--- src/rtl/count8_sched.sv ---
`default_nettype none
// ============================================================================
// Module      : count8_sched
// Description : Round-robin sequencer that shares one external up-counter
//               between two requesters. The winner's interval length is
//               latched at grant. The FSM loads the counter to zero, enables
//               it up to the latched length, then pulses done for the winner.
//               Dropping the granted request during LOAD/RUN aborts the
//               interval without a done pulse.
// Revision    : 1.0 - initial release
// ============================================================================
module count8_sched #(
    parameter int WIDTH = 8
) (
    input  logic             clk,
    input  logic             reset,
    input  logic [1:0]       req,
    input  logic [WIDTH-1:0] len0,
    input  logic [WIDTH-1:0] len1,
    output logic [1:0]       gnt,
    output logic [1:0]       done,
    output logic             busy,
    output logic             cnt_load,
    output logic             cnt_en,
    output logic [WIDTH-1:0] cnt_d,
    input  logic [WIDTH-1:0] cnt_q
);

    localparam logic [1:0] c_IDLE = 2'd0;
    localparam logic [1:0] c_LOAD = 2'd1;
    localparam logic [1:0] c_RUN  = 2'd2;
    localparam logic [1:0] c_DONE = 2'd3;

    logic [1:0]       r_state;
    logic [1:0]       r_gnt;
    logic [WIDTH-1:0] r_len;
    logic             r_ptr;

    logic             w_win;
    logic             w_hold;
    logic             w_term;

    // Arbitration: on a tie the round-robin pointer picks, otherwise the
    // single active requester wins. w_win is the index of the winner.
    always_comb begin
        w_win = 1'b0;
        if (req == 2'b11) begin
            w_win = r_ptr;
        end else begin
            w_win = req[1];
        end
    end

    // Granted requester still holding its request, and terminal-count compare
    // against the latched length.
    always_comb begin
        w_hold = |(req & r_gnt);
        w_term = (cnt_q == r_len);
    end

    // Sequencer state, grant, latched length and round-robin pointer.
    always_ff @(posedge clk) begin
        if (!reset) begin
            r_state <= c_IDLE;
            r_gnt   <= 2'b00;
            r_len   <= '0;
            r_ptr   <= 1'b0;
        end else begin
            case (r_state)
                c_IDLE: begin
                    if (req != 2'b00) begin
                        r_gnt   <= w_win ? 2'b10 : 2'b01;
                        r_len   <= w_win ? len1 : len0;
                        r_state <= c_LOAD;
                    end
                end
                c_LOAD: begin
                    if (!w_hold) begin
                        // Abort: the other requester gets priority next.
                        r_gnt   <= 2'b00;
                        r_ptr   <= r_gnt[0];
                        r_state <= c_IDLE;
                    end else begin
                        r_state <= c_RUN;
                    end
                end
                c_RUN: begin
                    if (!w_hold) begin
                        r_gnt   <= 2'b00;
                        r_ptr   <= r_gnt[0];
                        r_state <= c_IDLE;
                    end else if (w_term) begin
                        r_state <= c_DONE;
                    end
                end
                default: begin
                    // DONE always returns to IDLE, forcing an idle gap.
                    r_gnt   <= 2'b00;
                    r_ptr   <= r_gnt[0];
                    r_state <= c_IDLE;
                end
            endcase
        end
    end

    // Output decode. Everything except cnt_en comes from registered state;
    // cnt_en must react to cnt_q in the same cycle so the counter stops
    // exactly on the latched length and never wraps.
    always_comb begin
        gnt      = r_gnt;
        done     = (r_state == c_DONE) ? r_gnt : 2'b00;
        busy     = (r_state != c_IDLE);
        cnt_load = (r_state == c_LOAD);
        cnt_d    = '0;
        cnt_en   = (r_state == c_RUN) && w_hold && !w_term;
    end

endmodule
`default_nettype wire
--- config.mk ---
export PLATFORM = sky130hd
export DESIGN_NAME = count8_sched
export DESIGN_NICKNAME = d
export VERILOG_FILES = /design/src/rtl/count8_sched.sv
export SDC_FILE = /design/constraint.sdc
export NUM_CORES = 1
export LEC_CHECK = 0
export BUFFER_PORTS_ARGS = -buffer_cell sky130_fd_sc_hd__buf_2
export CELL_PAD_IN_SITES_DETAIL_PLACEMENT = 0
export CELL_PAD_IN_SITES_GLOBAL_PLACEMENT = 2
export CORE_ASPECT_RATIO = 0.75
export CORE_MARGIN = 1.5
export CORE_UTILIZATION = 24
export DETAILED_ROUTE_END_ITERATION = 6
export PLACE_DENSITY_LB_ADDON = 0.3
export SLEW_MARGIN = 15
export SYNTH_ARGS = -nofsm -noshare
export SYNTH_HDL_FRONTEND = slang
export SYNTH_SLANG_ARGS = --single-unit
--- constraint.sdc ---
create_clock -name clk -period 1.8 [get_ports clk]
set_input_delay 0.36 -clock clk [delete_from_list [all_inputs] [get_ports clk]]
set_output_delay 0.36 -clock clk [all_outputs]
set_load 0.005 [all_outputs]
==> summary.txt, run 1 <==
Clock tree
  – CTS tree: done
  – Root Driver: clkbuf_8
  – Skew-Pair Late Insertion Delay: 240 ps
  – # hold bufs at CTS: 0
  – Clock transition at path regs: 50 ps
  – Cts bufs inserted: 3
  – CTS H-Tree Depth: 1
  – Clock Path Buffers: 2
  – Clock net sink count: 13

Floorplan
  – I/O pin count: 43
  – Die W: 73.7 um
  – Die Y-Extent: 56.1 um
  – Initial Utilization: 0.248
  – Area of the die: 4130 um2
  – Row cnt: 19
  – Core box area: 3640 um2

Critical path
  – Worst-path fanout max: 3
  – Slowest-stage cell, CP: dfxtp_1
  – CP dominant cell by count: nor2_1
  – CP peak stage delay: 320 ps
  – Reg-to-reg endpoint: r_state[0]$_SDFFE_PN0P_
  – Crit path DAT: 1300 ps
  – Reg2Reg Launch Point: r_state[1]$_SDFFE_PN0P_
  – Critical path class: flip-flop to output port
  – Critical Path Source Type: flip-flop
  – Worst EP required: 1440 ps
  – Worst path bufs/invs: 1
  – Worst path cell trace: xnor2_1 > nand4_1 > nor2_1 > nor2_1 > buf_2
  – Reg2reg setup slack: 200 ps
  – Worst path top cell family by delay: simple AND/OR/NAND/NOR gates
  – Reg2reg path depth: 7
  – Crit path capture type: output port

GRT
  – Grt peak-use layer: met2
  – Initial antenna violation count: 0
  – Overall Global Routing Usage: 0.114
  – M1 GR Usage: 0.155
  – Largest net degree at the start of global routing: 19
  – GRT overflow: 0
  – Met3 global-route usage: 0.0362
  – First-pass GRT wire length: 3.68 mm
  – Vias in the first global route: 831
  – GR Util met2: 0.170

Yosys
  – Synth warn: 0
  – Post-Syn Area: 901 um2
  – Syn Area/Cell: 8.58 um2
  – FF+latch count, synth: 13
  – Post-synthesis sequential area ratio: 0.289
  – Synth unique cells: 30
  – Cell count after synthesis: 105

Drt
  – Vias/cell: 4.22
  – DRT iter0 DRCs: 25
  – Number of routed nets with antenna violations: 0
  – DRC violations left: 0
  – Wire per inst: 10.5 um
  – Drt total wl: 2.08 mm
  – DR vias: 832
  – TritonRoute pass-1 iters: 4

Place
  – Final GP Congestion: 0.859
  – Hpwl dp: 1.66 mm
  – Placed instance area: 1120 um2
  – IO buf count: 34

STA
  – Slew Limit Fails: 0
  – Clock period minus worst slack: 1660 ps
  – Unrepaired setup endpoints after global routing: no
  – Fin Clk Skew: 0.519 ps
  – Period Utilization, post-route: 0.924
  – TNS Setup: 0 ps
  – Fmax: 601 MHz
  – Final setup vio count: 0
  – Hold Vio Cnt, Final: 0

Min path
  – Worst Hold Launch: reset
  – Hold endpoint: r_state[0]$_SDFFE_PN0P_
  – Min-Delay Path Depth: 3
  – Hold Crit Class: input port to flip-flop

Power and ir drop
  – Worst IR Drop VDD: 0.000324 V
  – Power per Cell Area: 708 nW/um2
  – LEAKAGE: 0.576 nW

Layout
  – Final core utilization: 0.325
  – Area Overhead vs Synth: 31.1%
  – Antenna Diode Count: 0
  – Layout net count: 179
  – Post-route cell area: 1180 um2
  – Layout cells sized above 1: 0.324
  – Fillers: 405

Run
  – Max-cap violations: 0

Outcome
  – Status: finished, final reports clean
synth_stat cells:
cell type  instances  area share
and2_1             3       0.021
nor2_1            12       0.050
nor2_2             1      0.0069
nand4bb_1          1       0.012
nand3_1            2       0.011
a22o_2             1       0.011
dfxtp_1           13        0.29
o211ai_1           1      0.0083
buf_4             10       0.083
clkbuf_1           1      0.0042
o21ai_0            3       0.017
nand2_1            3       0.012
a211oi_1           8       0.067
mux2i_1            8       0.089
o311ai_1           1      0.0097
a21oi_1            3       0.017
ha_1               5       0.069
nand4_1            3       0.021
nor3b_2            1       0.014
inv_1              6       0.025
conb_1             1      0.0042
and3_1             2       0.014
a41oi_1            1      0.0097
nor2b_1            1      0.0069
a31oi_1            2       0.014
o211a_1            1       0.011
xnor2_1            8       0.078
or4b_1             1       0.011
nand3b_1           1      0.0083
o21ai_1            1      0.0056
where the power goes:
group          switching [W]  internal [W]
clock network       0.000102      0.000156
logic               0.000116      0.000118
registers          0.0000231      0.000321
total               0.000241      0.000595
worst reg2reg max path: stages (launching register included):
cell and delay (ps):
dfxtp_2 350, inv_1 80, ha_1 230, nor3b_4 260
nor2_1 80, buf_4 140, a41oi_1 220, o311ai_1 120
cell type report:
cell class	count	area, um2	share of cell area
inverter	6	22.5	0.0191
timing repair buffer	40	215	0.182
clock buffer	4	45.0	0.0381
multi-input combinational	82	572	0.484
sequential	13	262	0.221
tap	52	65.1	0.0551
per-stage QoR:
step / hold WS, ps / std cells / power, W / worst slack (ps)
floorplan: 454 / 112 / 0.000507 / 189
global placement: 487 / 192 / 0.000578 / 163
detailed placement: 481 / 192 / 0.000580 / 125
CTS: 431 / 196 / 0.000842 / 106
global route: 462 / 197 / 0.000897 / 13.9
finish: 438 / 197 / 0.000836 / 137
worst max-delay path by stage:
stage          cells after the start                 endpoint               startpoint  slack, ps
2_1_floorplan                      6  r_state[0]$_SDFFE_PN0P_  r_state[0]$_SDFFE_PN0P_        190
3_3_place_gp                       7  r_state[0]$_SDFFE_PN0P_  r_state[1]$_SDFFE_PN0P_        160
3_5_place_dp                       7  r_state[0]$_SDFFE_PN0P_  r_state[1]$_SDFFE_PN0P_        120
4_1_cts                            5                   cnt_en    r_len[2]$_SDFFE_PN0P_        110
5_1_grt                            5                   cnt_en    r_len[5]$_SDFFE_PN0P_         10
6_report                           5                   cnt_en    r_len[2]$_SDFFE_PN0P_        140
what timing repair did:
item,CTS,global route
resized for setup,0,2
endpoints found under the hold margin,0,0
endpoints found under the setup margin,0,2
setup buffers,0,1
registers in the layout, summed over array words and instances, names as in the netlist:
register	count
r_state	2
r_len	8
gnt	2
r_ptr	1
cell usage in the layout (no fill, tap or decap), drive strengths merged:
| master | instances |
|---|---|
| clkbuf | 4 |
| nor2 | 13 |
| o211ai | 1 |
| o211a | 1 |
| nand4bb | 1 |
| o311ai | 1 |
| or4b | 1 |
| inv | 6 |
| xnor2 | 8 |
| o21ai | 4 |
| nor2b | 1 |
| a22o | 1 |
| nand2 | 3 |
| a31oi | 2 |
| ha | 5 |
| and2 | 3 |
| buf | 40 |
| dfxtp | 13 |
| nand4 | 3 |
| mux2i | 8 |
| and3 | 2 |
| conb | 8 |
| nand3b | 1 |
| nor3b | 1 |
| a21oi | 3 |
| a211oi | 8 |
| nand3 | 2 |
| a41oi | 1 |
metal layers:
layer  routed length, um  up-vias  share of wire
met3                 159        2          0.077
met1                1010      361           0.49
li1                    -      432              -
met2                 891       37           0.43
met4                  14        0         0.0067
met5                   0        -              0
cells by family (layout without fill, tap and decap cells):
kind of cell             count (synthesis)  count (layout)  synth area share
flip-flops                              13              13             0.289
other                                    1               8           0.00416
XOR/XNOR                                 8               8            0.0778
multiplexers                             8               8            0.0889
adder cells (fa/ha/maj)                  5               5            0.0694
AND/OR/NAND/NOR                         31              31             0.189
buffers and inverters                   17              50             0.112
AO/OA/AOI/OAI                           22              22             0.169
(Power assumes the default switching activity.)
==> inputs of run 2 (changes only) <==
--- a/config.mk
+++ b/config.mk
@@ -12,7 +12,7 @@
 export CORE_MARGIN = 1.5
 export CORE_UTILIZATION = 24
 export DETAILED_ROUTE_END_ITERATION = 6
-export PLACE_DENSITY_LB_ADDON = 0.3
+export PLACE_DENSITY = 0.83
 export SLEW_MARGIN = 15
 export SYNTH_ARGS = -nofsm -noshare
 export SYNTH_HDL_FRONTEND = slang
==> run 2 against run 1 <==
  * Clock power down 2%
  * Routed wire length grew 0.34%
  * Global-route usage fell by 0.93 points
  * Flip-flop and latch count unchanged
  * Total power down 1.6%
  * Highest routed layer is now met3
  * Critical path depth rose by 2
  * Design area decreased by 1.7%
  * Critical endpoint is now r_state[0]$_SDFFE_PN0P_
  * Sequential share of layout area is 0.49 points higher
  * Non-clock buffer count down 2
  * Via count decreased by 1.3%
  * Largest power group unchanged
  * Maximum frequency decreased by 2.4%
  * Die area stayed put
==> summary.txt, run 2 (synthesis gave the netlist of run 1 again) <==
STA
  – Final setup vio count: 0
  – Slew Limit Fails: 0
  – Unrepaired setup endpoints after global routing: no
  – Period Utilization, post-route: 0.946
  – Fmax: 587 MHz
  – Fin Clk Skew: 1.38 ps
  – Hold Vio Cnt, Final: 0
  – Final worst setup slack: 96.8 ps
  – Clock period minus worst slack: 1700 ps
  – TNS Setup: 0 ps

Clock tree
  – Clock Path Buffers: 2
  – Clock net sink count: 13
  – Root Driver: clkbuf_8
  – CTS tree: done
  – Skew-Pair Late Insertion Delay: 240 ps
  – Clock transition at path regs: 50 ps
  – Postcts setup bufs: 0
  – CTS H-Tree Depth: 1
  – Cts bufs inserted: 3

Critical path
  – Critical path class: flip-flop to flip-flop
  – CP peak stage delay: 350 ps
  – Worst EP required: 1910 ps
  – Critical Path Source Type: flip-flop
  – Reg2reg path depth: 7
  – Crit path capture type: flip-flop
  – Crit path DAT: 1810 ps
  – Slowest-stage cell, CP: dfxtp_2
  – Worst-path fanout max: 6
  – Worst path cell trace: inv_1 > ha_1 > nor3b_2 > nor2_1 > buf_4 > a41oi_1 > o311ai_1

Drt
  – TritonRoute pass-1 iters: 4
  – Wire per inst: 10.7 um
  – Drt total wl: 2.08 mm
  – Number of routed nets with antenna violations: 0
  – Vias/cell: 4.21
  – DR vias: 821
  – DRT iter0 DRCs: 23
  – DRC violations left: 0

Layout
  – Max reg flops: 8
  – Area Overhead vs Synth: 28.9%
  – Register Area: 263 um2
  – Multi-input gate area: 566 um2
  – Layout cells sized above 1: 0.322
  – Post-Layout Cell Count: 195
  – Most common cell after layout, fill and taps aside: buf_2
  – Most frequent cells in the layout: 34 x buf_2, 12 x nor2_1, 11 x dfxtp_1
  – Antenna Diode Count: 0
  – Layout net count: 177
  – Fillers: 383
  – Final core utilization: 0.319
  – Largest register by flop count: r_len

Place
  – Final GP Congestion: 0.757
  – Hpwl dp: 1.66 mm
  – Placed cell count: 191
  – Pre-CTS setup slack: 75.2 ps
  – IO buf count: 34

Power and ir drop
  – Final Power: 0.000823 W
  – Worst IR Drop VDD: 0.000350 V
  – Share of total power in the clock network: 0.308
  – Reg power frac: 0.424
  – P_int: 0.000588 W
  – Combinational share of power: 0.268
  – Power per Cell Area: 709 nW/um2
  – Psw: 0.000235 W
  – LEAKAGE: 0.564 nW
  – Sw Share: 0.286

Min path
  – Min-Delay Path Depth: 3
  – Hold Crit Class: input port to flip-flop

GRT
  – GR Util met2: 0.153
  – Largest net degree at the start of global routing: 19
  – GRT overflow: 0
  – First-pass GRT wire length: 3.39 mm
  – Met3 global-route usage: 0.0362
  – Grt peak-use layer: met2
  – Vias in the first global route: 770
  – Initial antenna violation count: 0
  – Overall Global Routing Usage: 0.104
  – M1 GR Usage: 0.152

Floorplan
  – Core box area: 3640 um2
  – Area of the die: 4130 um2
  – Initial Utilization: 0.248
  – I/O pin count: 43
  – Die Y-Extent: 56.1 um
  – Row cnt: 19
  – Die W: 73.7 um

Outcome
  – Status: finished, final reports clean

Run
  – Max-cap violations: 0
-- run 2: cell count changes in the layout (fill, tap and decap cells not counted), sizes merged --
cell  delta
buf      -2
-- run 2: final cells by class --
| cell class | instances | area share |
|---|---|---|
| clock buffer | 4 | 0.0388 |
| inverter | 6 | 0.0194 |
| multi-input combinational | 82 | 0.487 |
| sequential | 13 | 0.226 |
| tap | 52 | 0.0560 |
| timing repair buffer | 38 | 0.172 |
-- run 2: through the flow --
stage	hold WS (ps)	area (um2)
6_report	451	1160
5_1_grt	464	1160
4_1_cts	451	1160
3_5_place_dp	485	1110
3_3_place_gp	492	1110
2_1_floorplan	454	927
-- run 2: path summary, 6_finish.rpt --
path / slack, ps / startpoint / end
min: 450 / reset / r_state[0]$_SDFFE_PN0P_
max reg2reg: 100 / r_state[0]$_SDFFE_PN0P_ / r_state[0]$_SDFFE_PN0P_
min reg2reg: 490 / r_ptr$_SDFFE_PN0P_ / r_ptr$_SDFFE_PN0P_
max: 100 / r_state[0]$_SDFFE_PN0P_ / r_state[0]$_SDFFE_PN0P_
-- run 2: power by group through the flow --
stage / combinational (W) / sequential [W] / clock [W]
2_1_floorplan: 0.000160 / 0.000347 / 0
3_3_place_gp: 0.000217 / 0.000351 / 0
3_5_place_dp: 0.000222 / 0.000354 / 0
4_1_cts: 0.000223 / 0.000348 / 0.000263
5_1_grt: 0.000249 / 0.000353 / 0.000279
6_report: 0.000220 / 0.000349 / 0.000254
-- run 2: worst max-delay path: cells and delay by family, from the launching register on --
family	cells	cell delay, ps
buf+inv	2	250
flops	1	350
simple gates	2	410
fa+ha+maj	1	230
compound gates	2	340
-- run 2: repair_timing --
item,in CTS,in global routing
endpoints found under the setup margin,0,2
hold buffers,0,0
resized for setup,0,2
-- run 2: metal layers --
layer / vias up / wire length, um
li1: 433 / -
met1: 360 / 1060
met2: 28 / 892
met3: 0 / 134
met4: 0 / 0
met5: - / 0
==> inputs of run 3 (changes only) <==
--- a/config.mk
+++ b/config.mk
@@ -13,6 +13,7 @@
 export CORE_UTILIZATION = 24
 export DETAILED_ROUTE_END_ITERATION = 6
 export PLACE_DENSITY = 0.83
+export REMOVE_ABC_BUFFERS = 1
 export SLEW_MARGIN = 15
 export SYNTH_ARGS = -nofsm -noshare
 export SYNTH_HDL_FRONTEND = slang
==> run 3 against run 2 <==
  * Critical path depth decreased by 2
  * Largest power group unchanged
  * Total power increased by 0.20%
  * Critical endpoint is now cnt_en
  * Count of clock-buffer cells in the layout did not move
  * Hold slack got worse by 13 ps
  * Largest cell class unchanged
==> summary.txt, run 3 (synthesis gave the netlist of run 1 again) <==
Floorplan
  – I/O pin count: 43
  – Core box area: 3640 um2
  – Row cnt: 19
  – Area of the die: 4130 um2
  – Initial Utilization: 0.248
  – Die W: 73.7 um
  – Die Y-Extent: 56.1 um

STA
  – TNS Setup: 0 ps
  – Slew Limit Fails: 0
  – Hold Vio Cnt, Final: 0
  – Final setup vio count: 0
  – Clock period minus worst slack: 1690 ps
  – Unrepaired setup endpoints after global routing: no
  – Period Utilization, post-route: 0.939
  – Fin Clk Skew: 0.647 ps
  – Final Hold Slack: 438 ps
  – Fmax: 592 MHz

Critical path
  – Crit path to: cnt_en
  – Reg-to-reg endpoint: r_state[0]$_SDFFE_PN0P_
  – Worst EP required: 1440 ps
  – Critical Path Source Type: flip-flop
  – Crit path DAT: 1330 ps
  – Reg2Reg Launch Point: r_state[1]$_SDFFE_PN0P_
  – Crit path capture type: output port
  – Worst-path fanout max: 3
  – Reg2reg path depth: 7
  – Critical path class: flip-flop to output port
  – CP Launch Point: r_len[3]$_SDFFE_PN0P_
  – Reg2reg setup slack: 150 ps

Layout
  – Layout cells sized above 1: 0.326
  – Final core utilization: 0.323
  – Post-Layout Cell Count: 196
  – Area Overhead vs Synth: 30.4%
  – Most common cell after layout, fill and taps aside: buf_2
  – Post-route cell area: 1170 um2
  – Max reg flops: 8
  – Fillers: 396
  – Layout net count: 178
  – Largest register by flop count: r_len
  – Most frequent cells in the layout: 34 x buf_2, 12 x nor2_1, 11 x dfxtp_1
  – Antenna Diode Count: 0

GRT
  – Overall Global Routing Usage: 0.103
  – First-pass GRT wire length: 3.35 mm
  – Vias in the first global route: 746
  – GRT overflow: 0
  – Initial antenna violation count: 0
  – Largest net degree at the start of global routing: 19

Drt
  – Wire per inst: 10.4 um
  – Drt total wl: 2.03 mm
  – TritonRoute pass-1 iters: 4
  – Vias/cell: 4.21
  – DRT iter0 DRCs: 39
  – DR vias: 826
  – Number of routed nets with antenna violations: 0
  – DRC violations left: 0

Place
  – Placed instance area: 1110 um2
  – Hpwl dp: 1.72 mm
  – Final GP Congestion: 0.762
  – IO buf count: 34
  – Placed cell count: 191

Clock tree
  – CTS tree: done
  – Skew-Pair Late Insertion Delay: 240 ps
  – Root Driver: clkbuf_8
  – CTS H-Tree Depth: 1
  – Clock transition at path regs: 50 ps
  – Cts bufs inserted: 3
  – Clock net sink count: 13
  – Clock Path Buffers: 2

Power and ir drop
  – Reg power frac: 0.420
  – Sw Share: 0.282
  – Psw: 0.000233 W
  – Combinational share of power: 0.275
  – Power per Cell Area: 702 nW/um2
  – LEAKAGE: 0.571 nW
  – Worst IR Drop VDD: 0.000319 V
  – Share of total power in the clock network: 0.304
  – P_int: 0.000592 W

Run
  – Max-cap violations: 0

Min path
  – Hold Crit Class: input port to flip-flop
  – Worst Hold Launch: reset

Outcome
  – Status: finished, final reports clean
run 3: changes by cell type in the layout (fill, tap and decap cells not counted), sizes merged:
cell | previous run | this run
buf | 38 | 39
run 3: per-stage QoR:
step                setup WS (ps)  power, W
floorplan                     189  0.000488
global placement              166  0.000569
detailed placement           79.1  0.000576
CTS                          51.6  0.000834
global route                 19.8  0.000881
finish                        110  0.000825
run 3: worst min-delay path by stage:
stage	end	slack [ps]	cells after the start
6_report	r_state[0]$_SDFFE_PN0P_	440	3
2_1_floorplan	r_ptr$_SDFFE_PN0P_	450	2
3_3_place_gp	r_ptr$_SDFFE_PN0P_	490	2
4_1_cts	r_state[0]$_SDFFE_PN0P_	440	3
3_5_place_dp	r_ptr$_SDFFE_PN0P_	490	2
5_1_grt	r_state[0]$_SDFFE_PN0P_	440	3
run 3: final cells by class:
class	instances	area [um2]	share of cell area
well taps	52	65.1	0.0554
inverters	6	22.5	0.0192
clock buffers	4	45.0	0.0383
repair buffers	39	208	0.177
flip-flops and latches	13	263	0.224
multi-input cells	82	572	0.487
run 3: critical path, stage by stage, from the launching register on:
cell and delay, ps:
dfxtp_1 310, xnor2_1 190, nand4_1 170, nor2_1 220, nor2_1 80, buf_2 120
run 3: timing repair:
action,in CTS,in global routing
buffers inserted,0,1
endpoints found under the setup margin,0,2
resized for setup,0,3
hold buffers,0,0
run 3: layer usage:
metal | GRT usage | up-vias | part of all wire
met3 | 0.0417 | 0 | 0.10
met1 | 0.151 | 352 | 0.51
met2 | 0.144 | 43 | 0.39
li1 | - | 431 | -
met4 | 0.0159 | 0 | 0
met5 | 0 | - | 0
run 3: power by group through the flow:
stage / clock [W] / combinational, W / sequential, W
floorplan: 0 / 0.000140 / 0.000347
global placement: 0 / 0.000218 / 0.000351
detailed placement: 0 / 0.000223 / 0.000353
CTS: 0.000264 / 0.000224 / 0.000346
global route: 0.000275 / 0.000255 / 0.000351
finish: 0.000251 / 0.000227 / 0.000347
